`config.mk`:
```
export PLATFORM = sky130hd
export DESIGN_NAME = demux_rr_scheduler
export DESIGN_NICKNAME = d
export VERILOG_FILES = /design/src/rtl/demux_rr_scheduler.sv
export SDC_FILE = /design/constraint.sdc
export NUM_CORES = 1
export LEC_CHECK = 0
export BUFFER_PORTS_ARGS = -buffer_cell sky130_fd_sc_hd__buf_2
export CORE_MARGIN = 2
export CORE_UTILIZATION = 35
export DETAILED_ROUTE_END_ITERATION = 10
export GPL_ROUTABILITY_DRIVEN = 0
export GPL_TIMING_DRIVEN = 0
export RECOVER_POWER = 50
export SLEW_MARGIN = 10
export SYNTH_ARGS = -nofsm -noshare
export SYNTH_HDL_FRONTEND = slang
export SYNTH_SLANG_ARGS = --single-unit
```
`constraint.sdc`:
```
create_clock -name clk -period 1.9 [get_ports clk]
set_input_delay 0.285 -clock clk [delete_from_list [all_inputs] [get_ports clk]]
set_output_delay 0.285 -clock clk [all_outputs]
set_load 0.02 [all_outputs]
```
`src/rtl/demux_rr_scheduler.sv`:
```
// Round-robin burst scheduler that shares one demux_1_4 among four consumers.
// Optional stall-timeout abort is enabled with `define DEMUX_SCHED_TIMEOUT_EN.
module demux_rr_scheduler #(
    parameter int unsigned BURST_LEN  = 4,
    parameter int unsigned CNT_W      = 3,
    parameter int unsigned GAP_CYCLES = 1,
    parameter int unsigned TIMEOUT    = 8
) (
    input  logic       clk,
    input  logic       rst,
    input  logic [3:0] req,
    input  logic       in_valid,
    input  logic       in_data,
    output logic       in_ready,
    output logic [1:0] sel,
    output logic       d,
    output logic       demux_rst,
    output logic [3:0] grant,
    output logic       burst_done
);

    typedef enum logic [1:0] {S_IDLE, S_BURST, S_GAP} state_t;

    localparam int unsigned    GAP_W    = (GAP_CYCLES > 1) ? $clog2(GAP_CYCLES) : 1;
    localparam logic [CNT_W-1:0] CNT_LAST = CNT_W'(BURST_LEN - 1);
    localparam state_t         S_AFTER  = (GAP_CYCLES > 0) ? S_GAP : S_IDLE;

    if (BURST_LEN < 1 || BURST_LEN >= (32'd1 << CNT_W) || TIMEOUT < 1) begin : g_bad_cfg
        $error("demux_rr_scheduler: invalid BURST_LEN/CNT_W/TIMEOUT combination");
    end

    state_t           r_state, w_state_nxt;
    logic [CNT_W-1:0] r_cnt, w_cnt_nxt;
    logic [GAP_W-1:0] r_gap_cnt, w_gap_cnt_nxt;
    logic [1:0]       r_last_grant, w_last_grant_nxt;
    logic [1:0]       r_sel, w_sel_nxt;
    logic             r_d, w_d_nxt;
    logic             r_demux_rst, w_demux_rst_nxt;
    logic [3:0]       r_grant, w_grant_nxt;
    logic             r_burst_done, w_burst_done_nxt;
    logic [1:0]       w_winner, w_idx;
    logic             w_found;

`ifdef DEMUX_SCHED_TIMEOUT_EN
    localparam int unsigned      STALL_W    = (TIMEOUT > 1) ? $clog2(TIMEOUT) : 1;
    localparam logic [STALL_W-1:0] STALL_LAST = STALL_W'(TIMEOUT - 1);
    logic [STALL_W-1:0] r_stall, w_stall_nxt;
`endif

    // First requester at or after last_grant+1, wrapping 3 -> 0
    always_comb begin
        w_winner = r_last_grant;
        w_found  = 1'b0;
        w_idx    = r_last_grant;
        for (int i = 1; i <= 4; i++) begin
            w_idx = r_last_grant + 2'(i);
            if (!w_found && req[w_idx]) begin
                w_found  = 1'b1;
                w_winner = w_idx;
            end
        end
    end

    // Next-state and next-output logic
    always_comb begin
        w_state_nxt      = r_state;
        w_cnt_nxt        = r_cnt;
        w_gap_cnt_nxt    = r_gap_cnt;
        w_last_grant_nxt = r_last_grant;
        w_sel_nxt        = r_sel;
        w_d_nxt          = r_d;
        w_demux_rst_nxt  = r_demux_rst;
        w_grant_nxt      = r_grant;
        w_burst_done_nxt = 1'b0;
`ifdef DEMUX_SCHED_TIMEOUT_EN
        w_stall_nxt      = r_stall;
`endif
        case (r_state)
            S_IDLE: begin
                w_d_nxt         = 1'b0;
                w_demux_rst_nxt = 1'b1;
                w_grant_nxt     = 4'b0000;
                if (w_found) begin
                    w_grant_nxt      = 4'b0001 << w_winner;
                    w_sel_nxt        = w_winner;
                    w_last_grant_nxt = w_winner;
                    w_cnt_nxt        = '0;
                    w_demux_rst_nxt  = 1'b0;
                    w_state_nxt      = S_BURST;
`ifdef DEMUX_SCHED_TIMEOUT_EN
                    w_stall_nxt      = '0;
`endif
                end
            end
            S_BURST: begin
                if (in_valid) begin
                    w_d_nxt = in_data;
`ifdef DEMUX_SCHED_TIMEOUT_EN
                    w_stall_nxt = '0;
`endif
                    if (r_cnt == CNT_LAST) begin
                        // Last bit stays on the demux for one cycle before it is cleared
                        w_burst_done_nxt = 1'b1;
                        w_grant_nxt      = 4'b0000;
                        w_cnt_nxt        = '0;
                        w_gap_cnt_nxt    = '0;
                        w_state_nxt      = S_AFTER;
                    end else begin
                        w_cnt_nxt = r_cnt + CNT_W'(1);
                    end
                end
`ifdef DEMUX_SCHED_TIMEOUT_EN
                else if (r_stall == STALL_LAST) begin
                    w_grant_nxt     = 4'b0000;
                    w_d_nxt         = 1'b0;
                    w_demux_rst_nxt = 1'b1;
                    w_cnt_nxt       = '0;
                    w_gap_cnt_nxt   = '0;
                    w_stall_nxt     = '0;
                    w_state_nxt     = S_AFTER;
                end else begin
                    w_stall_nxt = r_stall + STALL_W'(1);
                end
`endif
            end
            S_GAP: begin
                w_d_nxt         = 1'b0;
                w_demux_rst_nxt = 1'b1;
                w_grant_nxt     = 4'b0000;
                if (32'(r_gap_cnt) + 32'd1 >= GAP_CYCLES) begin
                    w_state_nxt = S_IDLE;
                end else begin
                    w_gap_cnt_nxt = r_gap_cnt + GAP_W'(1);
                end
            end
            default: w_state_nxt = S_IDLE;
        endcase
    end

    always_ff @(posedge clk or negedge rst) begin
        if (!rst) begin
            r_state      <= S_IDLE;
            r_cnt        <= '0;
            r_gap_cnt    <= '0;
            r_last_grant <= 2'd3;
            r_sel        <= 2'd0;
            r_d          <= 1'b0;
            r_demux_rst  <= 1'b1;
            r_grant      <= 4'b0000;
            r_burst_done <= 1'b0;
        end else begin
            r_state      <= w_state_nxt;
            r_cnt        <= w_cnt_nxt;
            r_gap_cnt    <= w_gap_cnt_nxt;
            r_last_grant <= w_last_grant_nxt;
            r_sel        <= w_sel_nxt;
            r_d          <= w_d_nxt;
            r_demux_rst  <= w_demux_rst_nxt;
            r_grant      <= w_grant_nxt;
            r_burst_done <= w_burst_done_nxt;
        end
    end

`ifdef DEMUX_SCHED_TIMEOUT_EN
    always_ff @(posedge clk or negedge rst) begin
        if (!rst) r_stall <= '0;
        else      r_stall <= w_stall_nxt;
    end
`endif

    assign in_ready   = (r_state == S_BURST);
    assign sel        = r_sel;
    assign d          = r_d;
    assign demux_rst  = r_demux_rst;
    assign grant      = r_grant;
    assign burst_done = r_burst_done;

endmodule

```
==> qor.yml <==
outcome:
  status: "finished clean"
global_routing:
  antenna_found_initial: 0
  grt_max_degree: 17
  grt_usage: 0.149
  top_usage_layer: "met2"
  gr-total-overflow: 0
  met1_usage: 0.179
  met3_usage: 0.0254
  first_global_vias: 698
  grt_pass1_wl_um: 3050
  grt_use_met2: 0.257
worst_setup_path:
  crit_slowest_cell: "dfrtp_1"
  critical_path.top_delay_family: "simple AND/OR/NAND/NOR gates"
  cp_num_buf_inv: 0
  r2r_slack_ns: 0.25
  critPathKind: "register to register"
  critPathLaunch: "r_state[0]"
  r2r-start: "r_state[0]"
  cp.arrival_ns: 1.87
  cpPeakStageDelay_ns: 0.44
  r2r-end: "grant[1]"
  crit_required_ns: 2.12
  end_kind: "register"
  path_cells: "ha_1, nor2_1, a31oi_2, nor3_1, a32o_1"
  startpoint_type: "register"
  worstRegToRegCells: 5
  worst-path-max-fanout: 5
cells_and_area:
  nets: 118
  layout_commonest_cell: "dfrtp_1"
  stdcell_area_um2: 1010
  drive_above_1_share: 0.212
  insertedDiodeCount: 0
  area_delta_synth_final_pct: 18.8
  fill_cells: 236
  layout_common_cells: "13 x dfrtp_1, 10 x buf_2, 7 x o21ai_0, 7 x nor2_1"
clocking:
  numCtsBuffers: 3
  clock_path_buffers: 2
  post_cts_buffers: 0
  cts.sink_count: 16
  htreeDepth: 1
  path_clk_slew_ns: 0.10
  cts_tree: "done"
  insertion_delay_ns: 0.29
  cts_root_buf: "clkbuf_4"
timing:
  hold_viol: 0
  period_minus_slack_ns: 1.65
  max_freq_mhz: 606
  tightest_slew_ns: 0.864
  timing.final.crit_share: 0.869
  finalSetupViolCount: 0
  fin_worst_skew_ns: 0.00800
  rsz0062_at_grt: "false"
  tns_ns: 0
  drv_slew: 0
  slew_headroom: 0.424
power:
  p_per_area_nw_per_um2: 1580
  leakagePower_nw: 0.462
  swShare: 0.428
  power_mw: 1.60
  seqPwrFrac: 0.377
  p_sw_uw: 684
  clockPowerShare: 0.144
  intPower_uw: 913
  irDropWorstVdd_uv: 835
  p_comb_frac: 0.480
route:
  viasPerCell: 5.24
  remaining_drc_errors: 0
  route.vias.total: 692
  first_pass_iters: 4
  drt_iter0_drc: 10
  wl_um: 1770
  avgRoutedWirePerCell_um: 13.4
  ant_nets: 0
synthesis:
  avgSynthCellArea_um2: 10.3
  synth.distinct_cells: 25
  syn_inst: 83
  syn_area_um2: 852
  synth-seq-area-share: 0.474
  synth_nets: 96
  ys_ff_latch: 16
  yosys_warnings: 0
hold_path:
  hold_depth: 3
  hp-class: "primary input to register"
  hold_end: "d"
  hold_start: "in_data"
floorplanning:
  start_util: 0.378
  core_um2: 2250
  die_h_um: 53.3
  dieWidth_um: 53.3
  ios: 18
  die_area_um2: 2850
  core.rowCount: 17
placement:
  dp_hpwl_um: 1350
  numPortBuffers: 16
  place_area_um2: 967
job:
  drv_cap: 0
-- cell usage after synthesis, drive strengths merged --
library cell | instances | area share
a31oi | 3 | 0.022
a21o | 1 | 0.0088
nand2 | 5 | 0.022
o21a | 3 | 0.026
nor3b | 1 | 0.0088
ha | 5 | 0.073
o2bb2ai | 2 | 0.021
o21ai | 7 | 0.041
o22a | 1 | 0.010
a21oi | 6 | 0.035
mux2 | 2 | 0.026
a221o | 1 | 0.012
nand2b | 2 | 0.015
or2b | 1 | 0.0088
dfrtp | 13 | 0.38
nor4 | 1 | 0.025
nand3 | 1 | 0.0059
a32o | 4 | 0.047
dfstp | 3 | 0.093
nor3 | 2 | 0.012
clkbuf | 1 | 0.0059
nor2 | 7 | 0.031
inv | 5 | 0.022
nor2b | 5 | 0.037
a221oi | 1 | 0.010
-- per-layer routing --
metal  share of wire  vias to the layer above
li1                -                      346
met1            0.44                      333
met2            0.51                       11
met3           0.036                        2
met4          0.0074                        0
met5               0                        -
-- per-stage QoR --
stage          worst slack (ns)  hold WS [ns]  std cells  utilization
2_1_floorplan             0.248       -0.0106         83            -
3_3_place_gp              0.182         0.217        127        0.429
3_5_place_dp              0.174         0.220        127        0.429
4_1_cts                   0.149         0.308        132        0.450
5_1_grt                   0.104         0.315        132        0.449
6_report                  0.249         0.320        132        0.449
-- registers in the layout (all words and copies together), names as in the netlist --
name	cells
grant	4
r_last_grant	2
d	1
r_cnt	3
burst_done	1
sel	2
r_state	2
demux_rst	1
-- power by group through the flow --
stage	logic (mW)	clock network, mW	registers, mW
finish	0.766	0.229	0.601
global route	0.866	0.259	0.620
CTS	0.777	0.238	0.598
detailed placement	0.772	0	0.604
global placement	0.757	0	0.595
floorplan	0.466	0	0.680
-- how the worst max path moves through the flow --
stage	end	depth (start not counted)
floorplan	grant[0]	6
global placement	grant[1]	6
detailed placement	grant[1]	6
CTS	grant[1]	6
global route	grant[2]	6
finish	grant[1]	5
-- cell families after synthesis --
logic type                 after synthesis  synth area share
AOI/OAI and AO/OA                       29             0.233
muxes                                    2            0.0264
and+or+nand+nor                         25             0.164
buffers and inverters                    6            0.0279
DFF                                     16             0.474
adders and majority gates                5            0.0734
-- area by class of cell --
cell class	count	area, µm²	share of cell area
clock buffer	4	36.3	0.0358
timing repair buffer	17	82.6	0.0816
multi-input combinational	61	430	0.425
tap	28	35.0	0.0346
inverter	5	18.8	0.0185
buffer	1	5.00	0.00494
sequential	16	404	0.399
-- timing repair --
action / in CTS / in global routing
endpoints found under the setup margin: 0 / 1
gates resized for setup: 0 / 1
endpoints found under the hold margin: 13 / 0
hold buffers: 1 / 0
-- worst min-delay path: cells and delay by family --
family | cells | cell delay, ns
compound gates | 2 | 0.22
buf+inv | 1 | 0.08
(Power assumes the default switching activity.)
